### config.mk
export PLATFORM = sky130hd
export DESIGN_NAME = rc4_key_dispatcher
export DESIGN_NICKNAME = d
export VERILOG_FILES = /design/src/rtl/rc4_cracker_pkg.sv /design/src/rtl/rc4_prio_enc.sv /design/src/rtl/rc4_key_dispatcher.sv
export SDC_FILE = /design/constraint.sdc
export NUM_CORES = 1
export LEC_CHECK = 0
export ABC_AREA = 1
export CAP_MARGIN = 20
export CORE_MARGIN = 1
export CORE_UTILIZATION = 39
export CTS_CLUSTER_DIAMETER = 80
export DETAILED_ROUTE_END_ITERATION = 8
export MAX_ROUTING_LAYER = met4
export SLEW_MARGIN = 10
export SYNTH_ARGS = -nofsm -noshare
export SYNTH_HDL_FRONTEND = slang
export SYNTH_SLANG_ARGS = --single-unit
### constraint.sdc
create_clock -name clk -period 3.8 [get_ports clk]
set_clock_uncertainty 0.15 [all_clocks]
set_input_delay 1.14 -clock clk [delete_from_list [all_inputs] [get_ports clk]]
set_output_delay 1.14 -clock clk [all_outputs]
set_load 0.005 [all_outputs]
### src/rtl/rc4_cracker_pkg.sv
// Shared types and defaults for the RC4 key-space dispatcher.
// Optional feature macro used by the dispatcher: RC4_DISPATCH_ABORT_EN.
package rc4_cracker_pkg;

    typedef enum logic [2:0] {
        IDLE,
        RUN,
        FLUSH,
        DONE_OK,
        DONE_FAIL
    } state_t;

    localparam int          DEF_KEY_WIDTH = 24;
    localparam logic [23:0] DEF_KEY_MAX   = 24'h3FFFFF;

    // Index width for an N-entry select; a single entry still needs one bit.
    function automatic int idx_w(input int n);
        return (n > 1) ? $clog2(n) : 1;
    endfunction

endpackage

### src/rtl/rc4_prio_enc.sv
// Lowest-set-bit priority encoder: index of the lowest request and a valid flag.
module rc4_prio_enc
    import rc4_cracker_pkg::*;
#(
    parameter int WIDTH = 4,
    parameter int IDX_W = idx_w(WIDTH)
) (
    input  logic [WIDTH-1:0] req,
    output logic [IDX_W-1:0] idx,
    output logic             valid
);

    // Scan from the top down so the lowest set bit is the last one written.
    always_comb begin
        idx   = '0;
        valid = 1'b0;
        for (int i = WIDTH - 1; i >= 0; i--) begin
            if (req[i]) begin
                idx   = IDX_W'(i);
                valid = 1'b1;
            end
        end
    end

endmodule

### src/rtl/rc4_key_dispatcher.sv
// Dynamic key dispatcher for NUM_CORES external RC4 decrypt/check cores.
// Hands the next untested key to the lowest-index idle core, one key per cycle,
// and reports the first key whose plaintext passes, or failure on exhaustion.
// Optional feature macro: RC4_DISPATCH_ABORT_EN (abort losers on success instead
// of draining them through FLUSH).
module rc4_key_dispatcher
    import rc4_cracker_pkg::*;
#(
    parameter int                   NUM_CORES = 4,
    parameter int                   KEY_WIDTH = DEF_KEY_WIDTH,
    parameter logic [KEY_WIDTH-1:0] KEY_MAX   = KEY_WIDTH'(DEF_KEY_MAX)
) (
    input  logic                           clk,
    input  logic                           reset,
    input  logic                           rc4_start,
    output logic                           rc4_ready,
    output logic                           rc4_finish,
    output logic                           rc4_failure,
    output logic [KEY_WIDTH-1:0]           current_key,
    output logic [KEY_WIDTH-1:0]           found_key,
    output logic [NUM_CORES-1:0]           core_start,
    output logic [NUM_CORES*KEY_WIDTH-1:0] core_key,
    input  logic [NUM_CORES-1:0]           core_done,
    input  logic [NUM_CORES-1:0]           core_success,
    output logic [NUM_CORES-1:0]           core_abort
);

    localparam int IDX_W = idx_w(NUM_CORES);
    // One extra counter bit so an all-ones KEY_MAX ends the sweep instead of wrapping.
    localparam logic [KEY_WIDTH:0] LIMIT = {1'b0, KEY_MAX};

    state_t                 state, state_nx;
    logic [NUM_CORES-1:0]   busy, busy_nx;
    logic [KEY_WIDTH:0]     cnt;
    logic [KEY_WIDTH-1:0]   key_q [NUM_CORES];
    logic [KEY_WIDTH-1:0]   win_key;

    logic [NUM_CORES-1:0]   idle_vec, win_vec, disp_vec;
    logic [IDX_W-1:0]       idle_idx, win_idx;
    logic                   idle_vld, win_vld;
    logic                   accept, keys_left, dispatch;
    logic                   ready_nx, finish_nx, failure_nx;

    assign idle_vec  = ~busy;
    // Completions only count as winners while sweeping; FLUSH ignores them.
    assign win_vec   = (state == RUN) ? (core_done & core_success & busy) : '0;
    assign keys_left = (cnt <= LIMIT);
    assign accept    = rc4_start &&
                       (state == IDLE || state == DONE_OK || state == DONE_FAIL);
    // A success in this cycle suppresses dispatch so no key past the winner leaks out.
    assign dispatch  = (state == RUN) && !win_vld && keys_left && idle_vld;

    rc4_prio_enc #(.WIDTH(NUM_CORES), .IDX_W(IDX_W)) u_idle_sel (
        .req   (idle_vec),
        .idx   (idle_idx),
        .valid (idle_vld)
    );

    rc4_prio_enc #(.WIDTH(NUM_CORES), .IDX_W(IDX_W)) u_win_sel (
        .req   (win_vec),
        .idx   (win_idx),
        .valid (win_vld)
    );

    // One-hot dispatch target and the key held by the winning core.
    always_comb begin
        disp_vec = '0;
        win_key  = '0;
        for (int i = 0; i < NUM_CORES; i++) begin
            disp_vec[i] = dispatch && (IDX_W'(i) == idle_idx);
            if (IDX_W'(i) == win_idx) win_key = key_q[i];
        end
    end

    // State register.
    always_ff @(posedge clk) begin
        if (reset) state <= IDLE;
        else       state <= state_nx;
    end

    // Next-state logic.
    always_comb begin
        state_nx = state;
        case (state)
            IDLE, DONE_OK, DONE_FAIL: if (rc4_start) state_nx = RUN;
            RUN: begin
                if (win_vld) begin
`ifdef RC4_DISPATCH_ABORT_EN
                    state_nx = DONE_OK;
`else
                    state_nx = FLUSH;
`endif
                end else if (!keys_left && busy == '0) begin
                    state_nx = DONE_FAIL;
                end
            end
            FLUSH:   if (busy == '0) state_nx = DONE_OK;
            default: state_nx = IDLE;
        endcase
    end

    // Output logic: next busy map and next status flags.
    always_comb begin
        busy_nx    = busy;
        ready_nx   = (state_nx == IDLE) || (state_nx == DONE_OK) || (state_nx == DONE_FAIL);
        finish_nx  = (state_nx == DONE_OK);
        failure_nx = (state_nx == DONE_FAIL);
        if (accept) begin
            busy_nx = '0;
        end else if (state == RUN || state == FLUSH) begin
            busy_nx = (busy & ~core_done) | disp_vec;
`ifdef RC4_DISPATCH_ABORT_EN
            if (win_vld) busy_nx = '0;
`endif
        end
    end

    // Status flags are registered so they assert the cycle after the deciding condition.
    always_ff @(posedge clk) begin
        if (reset) begin
            rc4_ready   <= 1'b1;
            rc4_finish  <= 1'b0;
            rc4_failure <= 1'b0;
        end else begin
            rc4_ready   <= ready_nx;
            rc4_finish  <= finish_nx;
            rc4_failure <= failure_nx;
        end
    end

    // Key counter, busy map, dispatch pulses, per-core keys and winner capture.
    always_ff @(posedge clk) begin
        if (reset) begin
            cnt         <= '0;
            busy        <= '0;
            core_start  <= '0;
            current_key <= '0;
            found_key   <= '0;
            for (int i = 0; i < NUM_CORES; i++) key_q[i] <= '0;
        end else begin
            busy       <= busy_nx;
            core_start <= disp_vec;
            if (accept) begin
                cnt <= '0;
            end else if (dispatch) begin
                cnt         <= cnt + 1'b1;
                current_key <= cnt[KEY_WIDTH-1:0];
            end
            for (int i = 0; i < NUM_CORES; i++) begin
                if (disp_vec[i]) key_q[i] <= cnt[KEY_WIDTH-1:0];
            end
            if (win_vld) found_key <= win_key;
        end
    end

    for (genvar g = 0; g < NUM_CORES; g++) begin : g_key
        assign core_key[g*KEY_WIDTH +: KEY_WIDTH] = key_q[g];
    end

`ifdef RC4_DISPATCH_ABORT_EN
    // On success, stop every other core still working; the winner has already finished.
    always_ff @(posedge clk) begin
        if (reset) core_abort <= '0;
        else       core_abort <= win_vld ? (busy & ~core_done) : '0;
    end
`else
    assign core_abort = '0;
`endif

endmodule

After elaboration in Yosys (flattened, before gate mapping)
Memories as Yosys holds them, arrays and structs flattened.
Cells that the tools add are included.
{"block": "op_classes", "n_addsub": 1, "n_lt_le_gt_ge": 1, "eq_ne": 12, "n_mux": 44, "n_bitwise": 11, "n_reduce_logical": 24}
{"cell": "24-bit 2-to-1 mux", "n": 8}
{"cell": "25-bit by 1-bit adder with 25-bit output (second input constant)", "n": 1}
{"cell": "25-bit by 22-bit <= comparator with 1-bit output (second input constant)", "n": 1}
{"cell": "1-bit 2-to-1 mux", "n": 22}
{"cell": "2-bit 2-to-1 mux", "n": 8}
{"cell": "4-bit AND", "n": 3}
{"cell": "3-bit 2-to-1 mux", "n": 4}
{"cell": "3-bit by 2-bit equality test with 1-bit output (second input constant)", "n": 3}
{"cell": "1-bit logical AND", "n": 9}
{"cell": "3-bit one-hot mux with 3 select lines", "n": 1}
{"cell": "2-bit equality test (first input constant)", "n": 4}
{"cell": "4-bit NOT", "n": 2}
{"cell": "3-bit equality test (second input constant)", "n": 2}
{"cell": "3-bit zero test", "n": 2}
{"cell": "1-bit logical OR", "n": 5}
{"cell": "1-bit by 2-bit equality test with 1-bit output (first input constant)", "n": 2}
{"cell": "2-bit zero test", "n": 2}
{"cell": "4-bit zero test", "n": 1}
{"cell": "4-bit 2-to-1 mux", "n": 1}
{"cell": "1-bit bitwise OR", "n": 4}
{"cell": "4-bit bitwise OR", "n": 1}
{"cell": "3-bit by 1-bit equality test with 1-bit output (second input constant)", "n": 1}
{"cell": "3-bit OR reduction", "n": 1}
{"cell": "1-bit zero test", "n": 2}
{"cell": "3 further kinds", "n": 3}
{"block": "word_totals", "register_bits": 87, "ram_bits": 96, "inputBits": 11, "out_inout_bits": 155, "wordCells": 103, "n_memories": 1}
{"memory": "key_q", "depth": 4, "word_bits": 24, "read_ports": 4, "rd_ports_with_merged_regs": 0, "write_ports": 4, "line": "rc4_key_dispatcher.sv:35", "rtl": "logic [KEY_WIDTH-1:0] key_q [NUM_CORES];"}

Longest topological paths before layout
Gate-level depths: netlist (run 1).
{"block": "logic_depth", "ltp_word": 16, "depth_mapped": 13, "ltp_nobuf": 11}

Cells and area by module
Synthesis (run 1) repeated with hierarchy kept, for this count alone.
{"block": "unflattened", "hier_cells": 853, "area_unflattened_um2": 7795.0}
{"mod": "rc4_key_dispatcher", "instances": 1, "cells_each": 837, "area_each_um2": 7722.4, "seq_area_each_um2": 4624.4}
{"mod": "rc4_prio_enc", "instances": 2, "cells_each": 8, "area_each_um2": 36.3, "seq_area_each_um2": 0.0}

Worst setup path before layout (run 1)
OpenSTA, ideal clock, no wires.
{"block": "synth_path", "path_kind": "input to register", "start": "input port core_success[3]", "end": "memory key_q[3][0] in the netlist's numbering, enable pin", "arrival_time_ns": 2.678, "t_required_ns": 3.269, "setup_slack_ns": 0.591, "stages": 9, "cell_sequence": "nand3_1 > nand2_1 > nand2_1 > nand3_1 > inv_2 > buf_2 > buf_2 > nand3_1 > nand2_1"}
{"element": "start, declared", "line": "rc4_key_dispatcher.sv:24", "rtl": "input logic [NUM_CORES-1:0] core_success,"}
{"element": "end, declared", "line": "rc4_key_dispatcher.sv:35"}

Final worst setup path (run 1)
{"block": "layout_path", "start": "input port core_done[1]", "end": "register found_key[0]"}
{"block": "layout_via", "elab_chain_cells": 10, "word_cells_on_any_way": 15, "cone_classes": "eq/ne (3); mux (9); bitwise (2); reduce/logical (1)"}
{"element": "start, declared", "line": "rc4_key_dispatcher.sv:23", "rtl": "input logic [NUM_CORES-1:0] core_done,"}
{"element": "4-bit AND * (2 in series)", "line": "rc4_key_dispatcher.sv:46", "rtl": "assign win_vec = (state == RUN) ? (core_done & core_success & busy) : '0;"}
{"element": "4-bit 2-to-1 mux *", "line": "rc4_key_dispatcher.sv:46"}
{"element": "2-bit 2-to-1 mux (2 in series)", "line": "rc4_prio_enc.sv:18", "rtl": "if (req[i]) begin"}
{"element": "2-bit zero test", "line": "rc4_key_dispatcher.sv:71", "rtl": "if (IDX_W'(i) == win_idx) win_key = key_q[i];"}
{"element": "24-bit 2-to-1 mux (4 in series)", "line": "rc4_key_dispatcher.sv:71"}
{"element": "end signal, assigned", "line": "rc4_key_dispatcher.sv:152", "rtl": "if (win_vld) found_key <= win_key;"}
{"element": "end, declared", "line": "rc4_key_dispatcher.sv:20", "rtl": "output logic [KEY_WIDTH-1:0] found_key,"}
Mark *: on every way between the ends. The rest lies on a longest branch, timed or not.
A chain may end at the register's enable or synchronous reset.

==> metrics.txt, run 1 <==
first-pass GRT wire length 37,500 um; die area 21,500 um2; Hold Crit Depth 2; number of port buffers 161; Worst Path Required 4.03 ns; Netlist cell types 31; gr usage total 0.235; Buf/Inv on CP 1; WHS Endpoint cnt[23]; minimum clock period 3.08 ns; register area 4620 um2; Slew HR 0.547; total CTS buffers 17; Synth Warn # 0; GP Congestion 0.908; H-tree Lvls 4; Layout area overhead 30.7%; Synth Instances 952; WP depth 10; via count 7,139; worst path cell trace clkdlybuf4s50_1 -> nand3_1 -> or2_1 -> nand2_2 -> nand2_2 -> nor2_4 -> nand2_1 -> nand3_1 -> nor2_1 -> nor2_1; ys flop type edfxtp_1; area of the multi-input gates 3040 um2; largest net degree at the start of global routing 49; ranking of synthesized cells by area edfxtp_1 (35%), dfxtp_1 (21%), nand2_1 (9.3%); Die Y-Extent 147 um; fin util 0.523; Setup Buffers After CTS 0; antenna violations before repair 0; Die W 147 um; clk_lat worst skew 0.44 ns; pwr/cell area 401 nW/um2; R2R depth 10; DRC violations left 0; Fillers 1,923; asr flop ratio synth 0; Post-Syn Area 8160 um2; Worst-Margin Slew 0.678 ns; Synth area leader edfxtp_1; Via density 5.14; Critical-path top delay cell nor2_4; RR Startpoint cnt[0]; Sink Count 183; Leakage 3.67 nW; Rows 52; Core Footprint 20,400 um2; peak supply drop 0.345 mV; critical path's top delay family simple AND/OR/NAND/NOR gates; # IOs 166; grt ovf 0; top-area cell type share of the netlist area 0.353; crit path max fanout 23; critical path class primary input to flip-flop; Max Buffers Root-to-Sink 2; flop-to-flop setup slack 0.88 ns; status finished clean; Arrival @ worst endpoint 3.31 ns; Post-Syn Area per Cell 8.57 um2; Hold Path Class flip-flop to flip-flop; Starting Density 0.400; RSZ-0062 raised after global routing false; Sum Neg Setup Slack 0 ns; Seq/Total Area, Yosys 0.567; DR WL/cell 17.4 um; CTS tree yes; Final period util 0.810; Hold Startpoint cnt[23]; number of hold buffers added after cts 0; Post-DRT Antenna Nets 0; antenna cells 0; clk slew on worst S/H paths 0.08 ns; Worst Setup Start Kind primary input; # resized after CTS 0; Post-DP HPWL 16,300 um; layout cell share with drive strength beyond 1 0.0696; final max-slew violation count 0; initial DRC count 453; Yosys reg bits 183; Max Clk Rate 325 MHz; TritonRoute pass-1 iters 5; final hold vios 0; CP peak stage delay 0.52 ns; number of synthesized flops with an enable pin 96; # setup viols final 0; routed wire length 24,200 um; clock root buffer clkbuf_16; r2r endpoint key_q[0][10]; vias in the first global route 6,598; Max Cap Violations 0; Layout Nets 1,119; Crit. End Element flip-flop
logic make-up (layout without fill, tap and decap cells):
logic type	after synthesis	after routing	synth area share
and+or+nand+nor	554	554	0.301
DFF	183	183	0.567
buffers and inverters	118	275	0.0652
AOI/OAI and AO/OA	84	84	0.0526
xor gates and xnor gates	11	11	0.0118
adders and majority gates	1	1	0.00153
other	1	12	0.000460
power breakdown:
| group | switching [mW] | internal [mW] | leakage (nW) |
|---|---|---|---|
| logic | 0.173 | 0.161 | 1.72 |
| clock network | 0.859 | 0.880 | 0.282 |
| registers | 0.0514 | 2.14 | 1.67 |
sequential cells by signal, indices dropped and copies added (netlist names):
register and cells:
busy 4, cnt 25, core_start 4, current_key 24
found_key 24, key_q 96, rc4_failure 1, rc4_finish 1
rc4_ready 1, state 3
worst register-to-register path, stage by stage (launching register included):
cell and delay (ns):
dfxtp_1 0.54, ha_1 0.43, nand3_1 0.17, inv_1 0.16
nand2_1 0.13, inv_1 0.11, nand3_2 0.15, nand2_4 0.16
nand4_2 0.22, nand2_1 0.19, buf_12 0.21
worst max path at each step:
| stage | start | endpoint | slack, ns |
|---|---|---|---|
| after detailed placement | core_done[1] | found_key[17] | 0.24 |
| final | core_done[1] | found_key[0] | 0.72 |
| after floorplan | core_success[3] | key_q[3][0] | 0.59 |
| after global placement | core_done[1] | found_key[8] | 0.30 |
| after global routing | core_done[1] | found_key[11] | 0.55 |
| after CTS | core_done[1] | found_key[17] | 0.70 |
per-stage QoR:
| step | area, um2 | instances | hold slack [ns] | total power [mW] | setup WS, ns |
|---|---|---|---|---|---|
| after global placement | 10100 | 1358 | 0.268 | 2.58 | 0.301 |
| after CTS | 10700 | 1390 | 0.278 | 4.30 | 0.700 |
| after global routing | 10700 | 1390 | 0.295 | 4.41 | 0.550 |
| after floorplan | 8200 | 963 | 0.258 | 2.36 | 0.591 |
| final | 10700 | 1390 | 0.281 | 4.27 | 0.722 |
| after detailed placement | 10100 | 1358 | 0.268 | 2.58 | 0.237 |
cells in the mapped netlist (2+ instances only):
cell type / count
o21ai_0: 29
xor2_1: 11
buf_6: 4
nor3_1: 24
edfxtp_1: 96
a21oi_1: 52
buf_1: 4
nor2_4: 4
nand2_1: 203
clkbuf_1: 26
inv_1: 53
buf_2: 17
nand2_2: 4
nand3_2: 3
nand4_1: 55
nand3_1: 97
nor2_2: 2
buf_4: 10
nor2_1: 157
dfxtp_1: 87
inv_2: 4
layout make-up:
type                       count  share of cell area
sequential                   183               0.434
inverter                      57              0.0201
multi-input combinational    662               0.285
clock buffer                  18              0.0403
clock inverter                14              0.0144
tap                          270              0.0317
timing repair buffer         186               0.174
routing by layer:
| layer | vias to the layer above | share of wire | GRT usage |
|---|---|---|---|
| met1 | 3358 | 0.44 | 0.309 |
| met3 | 23 | 0.067 | 0.0459 |
| li1 | 3500 | - | - |
| met4 | 0 | 0.013 | 0.0698 |
| met2 | 258 | 0.48 | 0.366 |
| met5 | - | 0 | - |
cells in the final DEF, fill, tap and decap left out, types with 2 or more instances in the layout:
master / n
nand2_1: 203
clkdlybuf4s50_1: 160
nor2_1: 157
nand3_1: 97
edfxtp_1: 96
dfxtp_1: 87
nand4_1: 55
inv_1: 53
a21oi_1: 52
o21ai_0: 29
nor3_1: 24
buf_4: 20
clkbuf_16: 17
conb_1: 12
xor2_1: 11
buf_12: 5
inv_2: 4
nor2_4: 4
nand2_2: 4
inv_8: 4
nand3_2: 3
clkinv_8: 3
clkinv_4: 3
inv_6: 3
nor2_2: 2
No activity file was read; power rests on OpenSTA's default activity.
==> inputs of run 2 (changes only) <==
clock period = 2.9 ns   (was 3.8 ns; I/O delays follow)
==> metrics.txt, run 2 (synthesis gave the netlist of run 1 again) <==
critical path class primary input to flip-flop (unchanged); Die Y-Extent 147 um (unchanged); clk slew on worst S/H paths 0.07 ns (was 0.08 ns); Worst-Margin Slew 0.685 ns (was 0.678 ns); peak supply drop 0.431 mV (was 0.345 mV); Sum Neg Setup Slack 0 ns (unchanged); Crit. End Element flip-flop (unchanged); Starting Density 0.400 (unchanged); most common cell after layout, fill and taps aside nand2_1 (unchanged); via count 7,232 (was 7,139); commonest non-fill, non-tap cells in the layout nand2_1 (201), clkdlybuf4s50_1 (160), nor2_1 (157) (was nand2_1 (203), clkdlybuf4s50_1 (160), nor2_1 (157)); GP Congestion 0.891 (was 0.908); Biggest register key_q (unchanged); # resized after CTS 0 (unchanged); Max Clk Rate 384 MHz; Final period util 0.899; gr usage total 0.235 (about the same); Post-DP HPWL 16,600 um (was 16,300 um); clk_lat worst skew 0.43 ns (was 0.44 ns); grt ovf 0 (unchanged); antenna cells 0 (unchanged); number of port buffers 161 (unchanged); minimum clock period 2.61 ns; Worst Setup Start Kind primary input (unchanged); Die W 147 um (unchanged); Max Cap Violations 0 (unchanged); Post-DRT Antenna Nets 0 (unchanged); routed wire length 24,300 um (was 24,200 um); Core Footprint 20,400 um2 (unchanged); Setup Buffers After CTS 0 (unchanged); pwr/cell area 528 nW/um2 (was 401 nW/um2); crit path max fanout 23 (unchanged); final max-slew violation count 0 (unchanged); final hold vios 0 (unchanged); Hold Path Class flip-flop to flip-flop (unchanged); Layout Nets 1,130 (was 1,119); TritonRoute pass-1 iters 5 (unchanged); area of the multi-input gates 3050 um2 (was 3040 um2); H-tree Lvls 4 (unchanged); status finished clean (unchanged); Via density 5.16 (was 5.14); Layout area overhead 32.8% (was 30.7%); vias in the first global route 6,768 (was 6,598); # IOs 166 (unchanged); total CTS buffers 17 (unchanged); first-pass GRT wire length 37,700 um (was 37,500 um); Arrival @ worst endpoint 2.82 ns (was 3.31 ns); Fillers 1,925 (was 1,923); antenna violations before repair 0 (unchanged); CTS tree yes (unchanged); Regs by FF count key_q: 96 flops, cnt: 25 flops (unchanged); RSZ-0062 raised after global routing false (unchanged); # setup viols final 0 (unchanged); register area 4620 um2 (unchanged); clock root buffer clkbuf_16 (unchanged); Slew HR 0.542 (was 0.547); Leakage 3.76 nW (was 3.67 nW); Sink Count 183 (unchanged); Rows 52 (unchanged); DR WL/cell 17.3 um (was 17.4 um); layout cell share with drive strength beyond 1 0.0796 (was 0.0696); fin util 0.532 (was 0.523); largest net degree at the start of global routing 49 (unchanged); die area 21,500 um2 (unchanged); Max Buffers Root-to-Sink 2 (unchanged); DRC violations left 0 (unchanged); Largest register FFs 96 (unchanged); number of hold buffers added after cts 0 (unchanged); initial DRC count 496 (was 453); Worst Path Required 3.12 ns (was 4.03 ns)
## run 2: changes by cell type in the layout (fill, tap and decap cells not counted), moves of 3 or more
| cell | change |
|---|---|
| inv_8 | -4 |
| bufinv_16 | +3 |
| buf_4 | +6 |
| clkinv_8 | -3 |
| buf_12 | +5 |
| clkinv_4 | +4 |
## run 2: final cells by class
class | count | share of cell area
clock buffer | 18 | 0.0396
clock inverter | 14 | 0.0163
inverter | 57 | 0.0198
multi-input combinational | 662 | 0.281
sequential | 183 | 0.427
tap | 270 | 0.0312
timing repair buffer | 197 | 0.185
## run 2: layer usage
layer,wire (um),track usage,share of wire
met1,10600,0.305,0.44
met2,11700,0.380,0.48
met3,1520,0.0316,0.063
met4,512,0.0745,0.021
met5,0,-,0
## run 2: path summary, 6_finish.rpt
| path | from | to | slack [ns] | cells after the start |
|---|---|---|---|---|
| min | cnt[23] | cnt[23] | 0.28 | 2 |
| min reg2reg | cnt[23] | cnt[23] | 0.28 | 2 |
| max reg2reg | cnt[1] | key_q[0][1] | 0.29 | 10 |
| max | core_done[3] | found_key[19] | 0.29 | 11 |
## run 2: critical path, stage by stage
cell             delay (ns)
clkdlybuf4s50_1        0.49
nand3_1                0.10
nand2_1                0.11
nand2_1                0.12
nor2_4                 0.19
inv_2                  0.07
nor2_4                 0.51
nand2_1                0.13
nand3_1                0.11
nor2_1                 0.04
nor2_1                 0.07
## run 2: stage by stage
step | power (mW) | setup slack (ns) | area (um2) | hold WS (ns) | instances
4_1_cts | 5.75 | 0.280 | 10800 | 0.289 | 1401
3_5_place_dp | 3.39 | -0.145 | 10200 | 0.279 | 1369
3_3_place_gp | 3.39 | -0.101 | 10200 | 0.268 | 1369
5_1_grt | 5.88 | 0.100 | 10800 | 0.306 | 1401
2_1_floorplan | 3.10 | 0.0384 | 8200 | 0.258 | 963
6_report | 5.72 | 0.293 | 10800 | 0.283 | 1401
## run 2: report_power, final
| part | switching [mW] | internal [mW] |
|---|---|---|
| Combinational | 0.230 | 0.220 |
| Sequential | 0.0639 | 2.81 |
| Clock | 1.03 | 1.36 |
